$ cat src/rtl/cdc_hs_rx.sv
// Receive side of a toggle req/ack CDC handshake with a valid/ready output.
// Optional overrun detection: define CDC_HS_RX_OVERRUN_DET_EN.
module cdc_hs_rx #(
    parameter int DATA_W      = 8,
    parameter int SYNC_STAGES = 2,
    parameter int CNT_W       = 16
) (
    input  logic              clk,
    input  logic              rst,
    input  logic              req_tgl_async,
    input  logic [DATA_W-1:0] data_async,
    output logic              ack_tgl,
    output logic              out_valid,
    output logic [DATA_W-1:0] out_data,
    input  logic              out_ready,
    output logic [CNT_W-1:0]  xfer_cnt,
    output logic              overrun
);

    typedef enum logic {
        IDLE  = 1'b0,
        VALID = 1'b1
    } state_t;

    state_t state_q, state_d;

    logic [SYNC_STAGES-1:0] sync_q;
    logic                   seen_q, seen_d;
    logic                   ack_q, ack_d;
    logic [DATA_W-1:0]      data_q, data_d;
    logic [CNT_W-1:0]       cnt_q, cnt_d;

    logic req_sync;
    logic new_req;
    logic capture;
    logic accept;

    assign req_sync = sync_q[SYNC_STAGES-1];
    assign new_req  = req_sync ^ seen_q;

    always_ff @(posedge clk) begin
        if (rst) begin
            sync_q <= '0;
        end else begin
            sync_q <= {sync_q[SYNC_STAGES-2:0], req_tgl_async};
        end
    end

    always_ff @(posedge clk) begin
        if (rst) begin
            state_q <= IDLE;
        end else begin
            state_q <= state_d;
        end
    end

    always_comb begin
        state_d = state_q;
        unique case (state_q)
            IDLE:    if (new_req)   state_d = VALID;
            VALID:   if (out_ready) state_d = IDLE;
            default: state_d = IDLE;
        endcase
    end

    always_comb begin
        out_valid = (state_q == VALID);
        capture   = (state_q == IDLE) && new_req;
        accept    = (state_q == VALID) && out_ready;
    end

    // Source holds data_async stable until it sees ack, so capture is safe.
    always_comb begin
        seen_d = seen_q;
        data_d = data_q;
        ack_d  = ack_q;
        cnt_d  = cnt_q;
        if (capture) begin
            seen_d = req_sync;
            data_d = data_async;
        end
        if (accept) begin
            ack_d = ~ack_q;
            cnt_d = cnt_q + 1'b1;
        end
    end

    always_ff @(posedge clk) begin
        if (rst) begin
            seen_q <= 1'b0;
            data_q <= '0;
            ack_q  <= 1'b0;
            cnt_q  <= '0;
        end else begin
            seen_q <= seen_d;
            data_q <= data_d;
            ack_q  <= ack_d;
            cnt_q  <= cnt_d;
        end
    end

    assign ack_tgl  = ack_q;
    assign out_data = data_q;
    assign xfer_cnt = cnt_q;

`ifdef CDC_HS_RX_OVERRUN_DET_EN
    logic ovr_q;

    always_ff @(posedge clk) begin
        if (rst) begin
            ovr_q <= 1'b0;
        end else if ((state_q == VALID) && new_req) begin
            ovr_q <= 1'b1;
        end
    end

    assign overrun = ovr_q;
`else
    assign overrun = 1'b0;
`endif

endmodule

$ cat config.mk
export PLATFORM = sky130hd
export DESIGN_NAME = cdc_hs_rx
export DESIGN_NICKNAME = d
export VERILOG_FILES = /design/src/rtl/cdc_hs_rx.sv
export SDC_FILE = /design/constraint.sdc
export NUM_CORES = 1
export LEC_CHECK = 0
export ABC_AREA = 1
export CAP_MARGIN = 10
export CORE_MARGIN = 4
export CORE_UTILIZATION = 49
export DETAILED_ROUTE_END_ITERATION = 10
export HOLD_SLACK_MARGIN = 0.15
export PLACE_DENSITY = 0.8
export SLEW_MARGIN = 0
export SYNTH_ARGS = -nofsm -noshare
export SYNTH_HDL_FRONTEND = slang
export SYNTH_SLANG_ARGS = --single-unit
export TNS_END_PERCENT = 50
$ cat constraint.sdc
create_clock -name clk -period 3.5 [get_ports clk]
set_clock_uncertainty 0.05 [all_clocks]
set_input_delay 0.35 -clock clk [delete_from_list [all_inputs] [get_ports clk]]
set_output_delay 0.35 -clock clk [all_outputs]
set_load 0.1 [all_outputs]
# --- After elaboration in Yosys (flattened, before gate mapping) ---
# Cells that the tools add are included.
totals:
  regBits: 29
  latchBits: 0
  mem_bits_rw: 0
  romBits: 0
  output_inout_bits: 27
  wordCells: 15
  memories: 0
classes:
  n_addsub: 1
  n_mul: 0
  div_mod_pow: 0
  order_cmp: 0
  eq_ne: 0
  n_shift: 0
  n_mux: 3
  n_bitwise: 3
  reduce_logical: 2
op_table:
  columns: ["operator", "n"]
  rows:
  - ["$add 16x1->16 const B", 1]
  - ["$logic_and 1x1->1", 2]
  - ["$mux 1", 2]
  - ["$not 1->1", 2]
  - ["$pmux 1 s2", 1]
  - ["$xor 1x1->1", 1]

# --- Logic depth before layout (Yosys ltp) ---
# Gate-level depths: netlist of run 1.
logic_depth:
  depth_word: 3
  mapped_depth: 9
  depth_no_buf: 9

# --- Worst setup path before layout of run 1 ---
# No wires, ideal clock.
synth_timing:
  kind: "register to register"
  start: "register cnt_q[1] (netlist: xfer_cnt[1])"
  end: "register cnt_q[14] (netlist: xfer_cnt[14])"
  arrival_time_ns: 1.935
  slack_ns: 1.396
  path_stages_with_launch: 9
  n_path_buf: 0
  path_cell_list: "dfxtp_1 -> ha_1 -> inv_1 -> nor2_2 -> nand2_1 -> nor2_1 -> nand3_1 -> nand2_1 -> nor2_1"
synth_between:
  elab_chain_cells: 1
synth_lines:
  columns: ["element", "line", "source"]
  rows:
  - ["start, declared", "31", "logic [CNT_W-1:0] cnt_q, cnt_d;"]
  - ["start signal, assigned", "98", "cnt_q <= cnt_d;"]
  - ["$add 16x1->16", "84", "cnt_d = cnt_q + 1'b1;"]
# Every way passes these cells.
# A chain may end at the register's enable or synchronous reset.

# --- Worst setup path in the final report of run 1 ---
layout_timing:
  start: "register cnt_q[2] (netlist: xfer_cnt[2])"
  end: "output xfer_cnt[2]"
layout_lines:
  columns: ["element", "line", "source"]
  rows:
  - ["end, declared", "16", "output logic [CNT_W-1:0] xfer_cnt,"]
# No word-level cell between the ends.

==> metrics.cfg, run 1 <==
[power]
swShare_pct = 34.1
p_sw_uw = 250
p_int_uw = 483
power_frac_comb_pct = 24.5
clock_power_share_pct = 27.1
power_leakage_nw = 0.700
power_density_nw_per_um2 = 429
ir_worst_vdd_mv = 0.374
total_power_uw = 733
seqPwrFrac_pct = 48.4

[final_layout]
final_area_um2 = 1710
diodes = 0
final_net_count = 237
fillers = 226
area_growth_pct = 34.2
drive_gt1_share_pct = 4.91
multi_input_area_um2 = 579
ff_latch_area_um2 = 581

[clocking]
numCtsBuffers = 5
clockRootBuffer = clkbuf_4
clk_latency_ns = 0.32
cts_resized = 0
cts_hold_buf = 0
htreeDepth = 2
numClockSinks = 29
cts_tree = done
clk_path_buf_depth = 2
cts_setup_buffers = 0
clk_pin_slew_ns = 0.08

[routing]
avgViaCountPerCell = 4.79
antenna_left = 0
num_vias = 1217
drc = 0
firstDrtPassIters = 4
routedWlPerCell_um = 10.9
drtIter0Drc = 28
totalWireLength_mm = 2.78

[logic_synthesis]
synth-edff-count = 0
postSynth.asyncResetShare_pct = 0
synth_nets = 198
syn_area_per_cell_um2 = 6.88
yosysMostFrequentCell = nor2_1
ys_seq_area_share_pct = 45.6
syn_area_um2 = 1270
synth.area.top_cells = dfxtp_1 46%, nor2_1 14%, nand2_1 11%, inv_1 6.8%, o21ai_0 6.7%
ys_warn_count = 0
synth-seq-cells = 29
syn-instance-count = 185
synth_top_area_share_pct = 45.6
yosys.area.top_type = dfxtp_1
synth_common_cells = 47 x nor2_1, 36 x nand2_1, 29 x dfxtp_1
ys_types = 24
synth-main-ff-cell = dfxtp_1

[setup_path]
crit_slowest_cell = clkdlybuf4s50_1
critPathLaunchType = flop
cp.required_ns = 3.10
crit_arrival_ns = 1.93
critical_path.max_fanout = 6
path_cells = clkdlybuf4s50_1
critPathMaxStageDelay_ns = 1.18
crit_path_end_kind = output port
critical-path-top-delay-family = buffers and inverters
cp_num_buf_inv = 1
path_class = reg -> out

[job]
cap_violations = 0

[floorplanning]
row_count = 18
die_width_um = 59.0
design.die.area_um2 = 3480
fp.coreArea_um2 = 2480
die_h_um = 59.0
io_pins = 39
start_util_pct = 51.4

[sta]
tightestPinTransition_ns = 0.991
grt_setup_unrepaired = no
slew_viol_final = 0
fin_crit_sh_pct = 66.5
max_freq_mhz = 429
fin_tns_setup_ns = 0
relSlewSlack_pct = 33.7
finalCriticalPeriod_ns = 2.33
setup_ws_ns = 1.17
setup_viol = 0
final_hold_viol_count = 0

[placed_design]
dpl-instance-area_um2 = 1650
port_buffers = 37
hpwl_mm = 2.06
place_ws_ns = 1.46
gp_congestion = 0.841

[grt]
grt_pass1_vias = 1241
antenna_found_initial = 0
grt_use_total_pct = 18.4
grt_use_met1_pct = 20.2
grt_busiest_layer = met2
grtUsageMet3_pct = 7.41
grt_max_degree = 22
grt_pass1_wl_mm = 4.92
grt_overflow = 0
grtUsageMet2_pct = 30.9

[outcome]
status = finished clean

[hold_path]
hold_class = reg -> reg

==> cell families (layout without fill, tap and decap cells) <==
kind of cell	Yosys count	in the layout	synth area share, %
compound gates	24	24	9.82
xor+xnor	2	2	1.38
buf+inv	28	67	8.94
fa+ha+maj	1	1	0.982
flops	29	29	45.6
simple gates	100	100	33.0
other cells	1	1	0.294
==> registers in the layout, summed over array words and instances, names as in the netlist <==
signal,count
ack_tgl,1
sync_q,2
out_valid,1
out_data,8
seen_q,1
xfer_cnt,16
==> cells in the final DEF, fill, tap and decap left out, drive strengths merged <==
cell type / instances
nand3: 5
nor3: 2
nand4: 3
nand2: 37
or2: 1
xor2: 1
dfxtp: 29
a21oi: 5
and2: 1
nor3b: 1
o21bai: 1
o21ai: 17
clkdlybuf4s50: 37
o21a: 1
clkbuf: 7
inv: 23
xnor2: 1
nor2: 50
conb: 1
ha: 1
==> routing by layer <==
layer  part of all wire, %  vias up
met1                    44      527
met5                     0        -
li1                      -      646
met2                    46       37
met4                   1.9        0
met3                   8.7        7
==> worst register-to-register path, cell delays in order, from the launching register on <==
cell	delay [ns]
dfxtp_1	0.41
nand2_1	0.29
nor2_2	0.23
nand2_1	0.13
nor2_1	0.25
nand3_1	0.11
nand2_1	0.07
nor2_1	0.04
==> metrics by stage <==
stage	instances	util [%]	hold slack, ns
detailed placement	247	66.8	0.357
global route	254	69.0	0.403
floorplan	185	-	0.338
CTS	254	69.0	0.370
global placement	247	66.8	0.346
finish	254	69.0	0.367
==> area by class of cell <==
class | instances | area share [%]
multi-input cells | 128 | 33.9
repair buffers | 37 | 21.7
clock buffers | 7 | 3.22
flip-flops and latches | 29 | 34.0
inverters | 23 | 5.05
well taps | 30 | 2.20
==> power groups by stage <==
| stage | registers, mW | clock network [mW] | logic [mW] |
|---|---|---|---|
| detailed placement | 0.362 | 0 | 0.180 |
| floorplan | 0.459 | 0 | 0.0378 |
| finish | 0.355 | 0.199 | 0.179 |
| global placement | 0.362 | 0 | 0.178 |
| global route | 0.357 | 0.221 | 0.190 |
| CTS | 0.355 | 0.207 | 0.181 |
==> final timing paths <==
kind,slack (ns),depth (start not counted),from,endpoint
max,1.17,1,xfer_cnt[2]$_SDFFE_PP0P_,xfer_cnt[2]
min,0.37,2,sync_q[0]$_SDFF_PP0_,sync_q[1]$_SDFF_PP0_
max reg2reg,1.82,7,out_valid$_SDFF_PP0_,xfer_cnt[14]$_SDFFE_PP0P_
min reg2reg,0.37,2,sync_q[0]$_SDFF_PP0_,sync_q[1]$_SDFF_PP0_
Power figures use the tool's default switching activity.
==> run 2: changes to the inputs <==
--- a/config.mk
+++ b/config.mk
@@ -8,10 +8,10 @@
 export ABC_AREA = 1
 export CAP_MARGIN = 10
 export CORE_MARGIN = 4
-export CORE_UTILIZATION = 49
+export CORE_UTILIZATION = 41
 export DETAILED_ROUTE_END_ITERATION = 10
 export HOLD_SLACK_MARGIN = 0.15
-export PLACE_DENSITY = 0.8
+export PLACE_DENSITY = 0.71
 export SLEW_MARGIN = 0
 export SYNTH_ARGS = -nofsm -noshare
 export SYNTH_HDL_FRONTEND = slang
==> constraint.sdc (replaced) <==
create_clock -name clk -period 2.1 [get_ports clk]
set_clock_uncertainty 0.05 [all_clocks]
set_input_delay 0.21 -clock clk [delete_from_list [all_inputs] [get_ports clk]]
set_output_delay 0.21 -clock clk [all_outputs]
set_load 0.1 [all_outputs]
==> metrics.cfg, run 2 (same netlist as run 1, synthesis figures left out) <==
[outcome]
status = finished clean  ; unchanged

[routing]
antenna_left = 0  ; unchanged
routedWlPerCell_um = 11.3  ; was 10.9 um
avgViaCountPerCell = 4.88  ; was 4.79
num_vias = 1259  ; was 1217
drtIter0Drc = 90  ; was 28
drc = 0  ; unchanged
totalWireLength_mm = 2.92  ; was 2.78 mm
firstDrtPassIters = 4  ; unchanged

[power]
swShare_pct = 35.6  ; was 34.1%
p_int_uw = 776  ; was 483 uW
ir_worst_vdd_mv = 0.500  ; was 0.374 mV
power_density_nw_per_um2 = 729  ; was 429 nW/um2
seqPwrFrac_pct = 49.1  ; was 48.4%
power_leakage_nw = 0.755  ; was 0.700 nW
power_frac_comb_pct = 24.3  ; was 24.5%
p_sw_uw = 430  ; was 250 uW
clock_power_share_pct = 26.5  ; was 27.1%

[setup_path]
critPathMaxStageDelay_ns = 0.39  ; was 1.18 ns
r2r_start = xfer_cnt[0]$_SDFFE_PP0P_  ; was out_valid$_SDFF_PP0_
path_class = reg -> reg  ; was reg -> out
crit_slowest_cell = dfxtp_1  ; was clkdlybuf4s50_1
reg2regPathDepth = 8  ; was 7
crit_arrival_ns = 1.67  ; was 1.93 ns
cp.required_ns = 2.28  ; was 3.10 ns
startpoint = xfer_cnt[0]$_SDFFE_PP0P_  ; was xfer_cnt[2]$_SDFFE_PP0P_
regToRegEndpoint = xfer_cnt[14]$_SDFFE_PP0P_  ; unchanged
critical_path.max_fanout = 4  ; was 6
rrSetupSlack_ns = 0.61  ; was 1.82 ns
path_cells = ha_1, inv_1, nor2_2, nand2_1, nor2_1, nand3_1, nand2_1, nor2_1  ; was clkdlybuf4s50_1
critPathLaunchType = flop  ; unchanged
crit_path_end_kind = flop  ; was output port
crit_end = xfer_cnt[14]$_SDFFE_PP0P_  ; was xfer_cnt[2]

[clocking]
clockRootBuffer = clkbuf_4  ; unchanged
htreeDepth = 2  ; unchanged
numCtsBuffers = 5  ; unchanged
cts_resized = 0  ; unchanged
clk_pin_slew_ns = 0.09  ; was 0.08 ns
cts_tree = done  ; unchanged
cts_hold_buf = 0  ; unchanged
clk_latency_ns = 0.33  ; was 0.32 ns
cts_setup_buffers = 0  ; unchanged
clk_path_buf_depth = 2  ; unchanged
numClockSinks = 29  ; unchanged

[sta]
fin_crit_sh_pct = 71.1
slew_viol_final = 0  ; unchanged
fin_tns_setup_ns = 0  ; unchanged
relSlewSlack_pct = 62.9  ; was 33.7%
finalCriticalPeriod_ns = 1.49
tightestPinTransition_ns = 0.555  ; was 0.991 ns
final_hold_viol_count = 0  ; unchanged
grt_setup_unrepaired = no  ; unchanged
setup_viol = 0  ; unchanged
max_freq_mhz = 670

[final_layout]
final_net_count = 239  ; was 237
diodes = 0  ; unchanged
final_util_pct = 58.0  ; was 69.0%
final_common_cell = nor2_1  ; unchanged
area_growth_pct = 30.0  ; was 34.2%
largest_register_ffs = 16  ; unchanged
drive_gt1_share_pct = 17.2  ; was 4.91%
mostFrequentLayoutCells = 47 x nor2_1, 36 x nand2_1, 28 x dfxtp_1, 28 x buf_4, 23 x inv_1  ; was 47 x nor2_1, 37 x clkdlybuf4s50_1, 36 x nand2_1, 29 x dfxtp_1, 23 x inv_1
fillers = 288  ; was 226

[grt]
antenna_found_initial = 0  ; unchanged
grt_pass1_vias = 1216  ; was 1241
grt_pass1_wl_mm = 5.04  ; was 4.92 mm
grt_overflow = 0  ; unchanged
grt_max_degree = 22  ; unchanged
grt_use_total_pct = 15.7  ; was 18.4%

[placed_design]
port_buffers = 37  ; unchanged
gp_congestion = 0.790  ; was 0.841
hpwl_mm = 2.15  ; was 2.06 mm

[floorplanning]
row_count = 19  ; was 18
io_pins = 39  ; unchanged
die_width_um = 63.7  ; was 59.0 um
die_h_um = 63.7  ; was 59.0 um
start_util_pct = 44.6  ; was 51.4%
fp.coreArea_um2 = 2850  ; was 2480 um2
design.die.area_um2 = 4060  ; was 3480 um2

[hold_path]
min_from = req_tgl_async  ; was sync_q[0]$_SDFF_PP0_
hold_class = in -> reg  ; was reg -> reg

[job]
cap_violations = 0  ; unchanged

==> run 2: changes by cell type in the layout (fill, tap and decap cells not counted), sizes merged <==
cell,before,now
clkdlybuf4s50,37,11
clkbuf,7,8
buf,0,28
==> run 2: critical path: cells and delay by family (launching register included) <==
| kind | cells | cell delay, ns |
|---|---|---|
| fa+ha+maj | 1 | 0.16 |
| simple gates | 6 | 0.75 |
| flops | 1 | 0.39 |
| buf+inv | 1 | 0.04 |
==> run 2: worst min-delay path by stage <==
stage | endpoint | slack (ns) | depth (start not counted)
2_1_floorplan | sync_q[0]$_SDFF_PP0_ | 0.27 | 2
3_3_place_gp | sync_q[1]$_SDFF_PP0_ | 0.34 | 2
3_5_place_dp | sync_q[1]$_SDFF_PP0_ | 0.35 | 2
4_1_cts | sync_q[0]$_SDFF_PP0_ | 0.33 | 3
5_1_grt | sync_q[0]$_SDFF_PP0_ | 0.36 | 3
6_report | sync_q[0]$_SDFF_PP0_ | 0.34 | 3
==> run 2: area by class of cell <==
type / instances / area (um2) / area share [%]
clock buffer: 8 / 48.8 / 2.95
inverter: 23 / 86.3 / 5.22
multi-input combinational: 128 / 579 / 35.0
sequential: 29 / 582 / 35.1
tap: 31 / 38.8 / 2.34
timing repair buffer: 39 / 320 / 19.3
==> run 2: metal layers <==
metal | global-route usage (%) | vias to the layer above | share of wire [%]
li1 | - | 650 | -
met1 | 17.2 | 556 | 43
met2 | 26.1 | 45 | 47
met3 | 5.43 | 8 | 8.3
met4 | 9.70 | 0 | 2.2
met5 | 0 | - | 0
==> run 2: metrics by stage <==
step	std cells	cell area (um2)	hold slack (ns)	setup WS [ns]	power, mW
after floorplan	185	1270	0.267	0.0248	0.828
after global placement	250	1610	0.343	0.516	0.896
after detailed placement	250	1610	0.354	0.454	0.900
after CTS	258	1660	0.333	0.586	1.22
after global routing	258	1660	0.355	0.379	1.26
final	258	1660	0.341	0.607	1.21
==> run 2: power by group through the flow <==
stage,Combinational (mW),Sequential (mW),Clock [mW]
2_1_floorplan,0.0630,0.765,0
3_3_place_gp,0.292,0.604,0
3_5_place_dp,0.295,0.605,0
4_1_cts,0.295,0.593,0.331
5_1_grt,0.310,0.597,0.354
6_report,0.293,0.593,0.320
==> run 3: changes to the inputs <==
==> constraint.sdc (replaced) <==
create_clock -name clk -period 1.2 [get_ports clk]
set_clock_uncertainty 0.05 [all_clocks]
set_input_delay 0.12 -clock clk [delete_from_list [all_inputs] [get_ports clk]]
set_output_delay 0.12 -clock clk [all_outputs]
set_load 0.1 [all_outputs]
==> metrics.cfg, run 3 (same netlist as run 1, synthesis figures left out) <==
[setup_path]
critical_path.max_fanout = 4  ; unchanged
crit_end = xfer_cnt[8]$_SDFFE_PP0P_  ; was xfer_cnt[14]$_SDFFE_PP0P_
critPathLaunchType = flop  ; unchanged
regToRegEndpoint = xfer_cnt[8]$_SDFFE_PP0P_  ; was xfer_cnt[14]$_SDFFE_PP0P_
r2r_start = xfer_cnt[1]$_SDFFE_PP0P_  ; was xfer_cnt[0]$_SDFFE_PP0P_
crit_path_end_kind = flop  ; unchanged
rrSetupSlack_ns = -0.08  ; was 0.61 ns
cpMostUsedCell = nor2_4
path_class = reg -> reg  ; unchanged
critPathMaxStageDelay_ns = 0.38  ; was 0.39 ns
crit_arrival_ns = 1.47  ; was 1.67 ns
crit_slowest_cell = dfxtp_4  ; was dfxtp_1
path_cells = ha_4, inv_2, nor2_4, nand2_4, nor2_4, buf_4, xnor2_2, nor2_1  ; was ha_1, inv_1, nor2_2, nand2_1, nor2_1, nand3_1, nand2_1, nor2_1
cp.required_ns = 1.39  ; was 2.28 ns
reg2regPathDepth = 8  ; unchanged
startpoint = xfer_cnt[1]$_SDFFE_PP0P_  ; was xfer_cnt[0]$_SDFFE_PP0P_

[job]
cap_violations = 0  ; unchanged

[clocking]
numClockSinks = 29  ; unchanged
htreeDepth = 2  ; unchanged
clk_pin_slew_ns = 0.10  ; was 0.09 ns
clk_latency_ns = 0.33  ; about the same
clockRootBuffer = clkbuf_4  ; unchanged
numCtsBuffers = 5  ; unchanged
cts_tree = done  ; unchanged
clk_path_buf_depth = 2  ; unchanged

[routing]
totalWireLength_mm = 3.72  ; was 2.92 mm
num_vias = 1387  ; was 1259
m1WireLength_mm = 1.46  ; was 1.25 mm
routed-wl-met3_um = 276  ; was 243 um
wl_met2_mm = 1.95  ; was 1.37 mm
avgViaCountPerCell = 5.12  ; was 4.88
drtIter0Drc = 95  ; was 90
top_layer = met4  ; unchanged
antenna_left = 0  ; unchanged
drc = 0  ; unchanged
firstDrtPassIters = 5  ; was 4
routedWlPerCell_um = 13.7  ; was 11.3 um

[grt]
grt_overflow = 0  ; unchanged
antenna_found_initial = 0  ; unchanged
grt_use_total_pct = 17.7  ; was 15.7%
grt_max_degree = 22  ; unchanged
grt_pass1_wl_mm = 5.68  ; was 5.04 mm
grt_pass1_vias = 1312  ; was 1216

[hold_path]
hold_class = in -> reg  ; unchanged

[power]
total_power_mw = 2.48  ; was 1.21 mW
power_leakage_nw = 0.948  ; was 0.755 nW
power_density_nw_per_um2 = 1080  ; was 729 nW/um2
ir_worst_vdd_mv = 0.910  ; was 0.500 mV

[sta]
max_freq_mhz = 779  ; was 670 MHz
slew_viol_final = 0  ; unchanged
fin_crit_sh_pct = 107  ; was 71.1%
grt_setup_unrepaired = yes  ; was no
hold_ws_ns = 0.279  ; was 0.341 ns
setup_ws_ns = -0.0833  ; was 0.607 ns
fin_tns_setup_ns = -0.258  ; was 0 ns
finalCriticalPeriod_ns = 1.28  ; was 1.49 ns
setup_viol = 7  ; was 0
final_hold_viol_count = 0  ; unchanged

[placed_design]
place_ws_ns = -0.343  ; was 0.454 ns
hpwl_mm = 2.60  ; was 2.15 mm
dpl-instance-area_um2 = 2090  ; was 1610 um2
port_buffers = 37  ; unchanged
dp.cells = 257  ; was 250
gp_congestion = 0.851  ; was 0.790

[floorplanning]
die_width_um = 63.7  ; unchanged
design.die.area_um2 = 4060  ; unchanged
fp.coreArea_um2 = 2850  ; unchanged
die_h_um = 63.7  ; unchanged
row_count = 19  ; unchanged
io_pins = 39  ; unchanged
start_util_pct = 44.6  ; unchanged

[outcome]
status = complete, but fails checks  ; was finished clean
violations = negative setup slack

[final_layout]
drive_gt1_share_pct = 40.0  ; was 17.2%
final_net_count = 252  ; was 239
stdcell_count = 271  ; was 258
mostFrequentLayoutCells = 40 x nor2_1, 28 x nand2_1, 26 x buf_12, 17 x inv_1, 14 x dfxtp_4  ; was 47 x nor2_1, 36 x nand2_1, 28 x dfxtp_1, 28 x buf_4, 23 x inv_1
fillers = 186  ; was 288
final_area_um2 = 2290  ; was 1660 um2
final_common_cell = nor2_1  ; unchanged
area_growth_pct = 80.0  ; was 30.0%
final_util_pct = 80.4  ; was 58.0%
diodes = 0  ; unchanged
largest_register_ffs = 16  ; unchanged

==> run 3: repair_timing <==
item | 4_1_cts | 5_1_grt
setup endpoints to repair | 15 | 22
hold buffers | 0 | 0
resized for setup | 9 | 21
buffers inserted | 0 | 5
cloned | 0 | 1
pin swaps | 1 | 6
==> run 3: cell type report <==
class / count / area, um2 / share of cell area (%)
well taps: 31 / 38.8 / 1.69
multi-input cells: 129 / 703 / 30.7
repair buffers: 51 / 739 / 32.3
flip-flops and latches: 29 / 638 / 27.8
inverters: 23 / 92.6 / 4.04
clock buffers: 8 / 80.1 / 3.49
==> run 3: worst min path at each step <==
stage | start | endpoint | slack, ns | cells past startpoint
global route | req_tgl_async | sync_q[0]$_SDFF_PP0_ | 0.29 | 3
detailed placement | sync_q[0]$_SDFF_PP0_ | sync_q[1]$_SDFF_PP0_ | 0.35 | 2
floorplan | req_tgl_async | sync_q[0]$_SDFF_PP0_ | 0.18 | 2
CTS | req_tgl_async | sync_q[0]$_SDFF_PP0_ | 0.24 | 3
global placement | sync_q[0]$_SDFF_PP0_ | sync_q[1]$_SDFF_PP0_ | 0.35 | 2
finish | req_tgl_async | sync_q[0]$_SDFF_PP0_ | 0.28 | 3
==> run 3: where the power goes <==
group	switching, mW	total, mW	leakage, nW	internal (mW)
registers	0.0500	1.03	0.249	0.983
logic	0.436	0.683	0.655	0.247
clock network	0.351	0.765	0.0437	0.414
==> run 3: critical path: cells and delay by family, from the launching register on <==
| family | cells | cell delay, ns |
|---|---|---|
| flops | 1 | 0.38 |
| simple gates | 4 | 0.37 |
| fa+ha+maj | 1 | 0.13 |
| xor+xnor | 1 | 0.11 |
| buf+inv | 2 | 0.16 |
==> run 3: metal layers <==
layer  global-route usage, %  up-vias
met3                    8.06        4
met5                       0        -
met2                    31.4       50
met1                    18.7      654
met4                    5.66        0
li1                        -      679
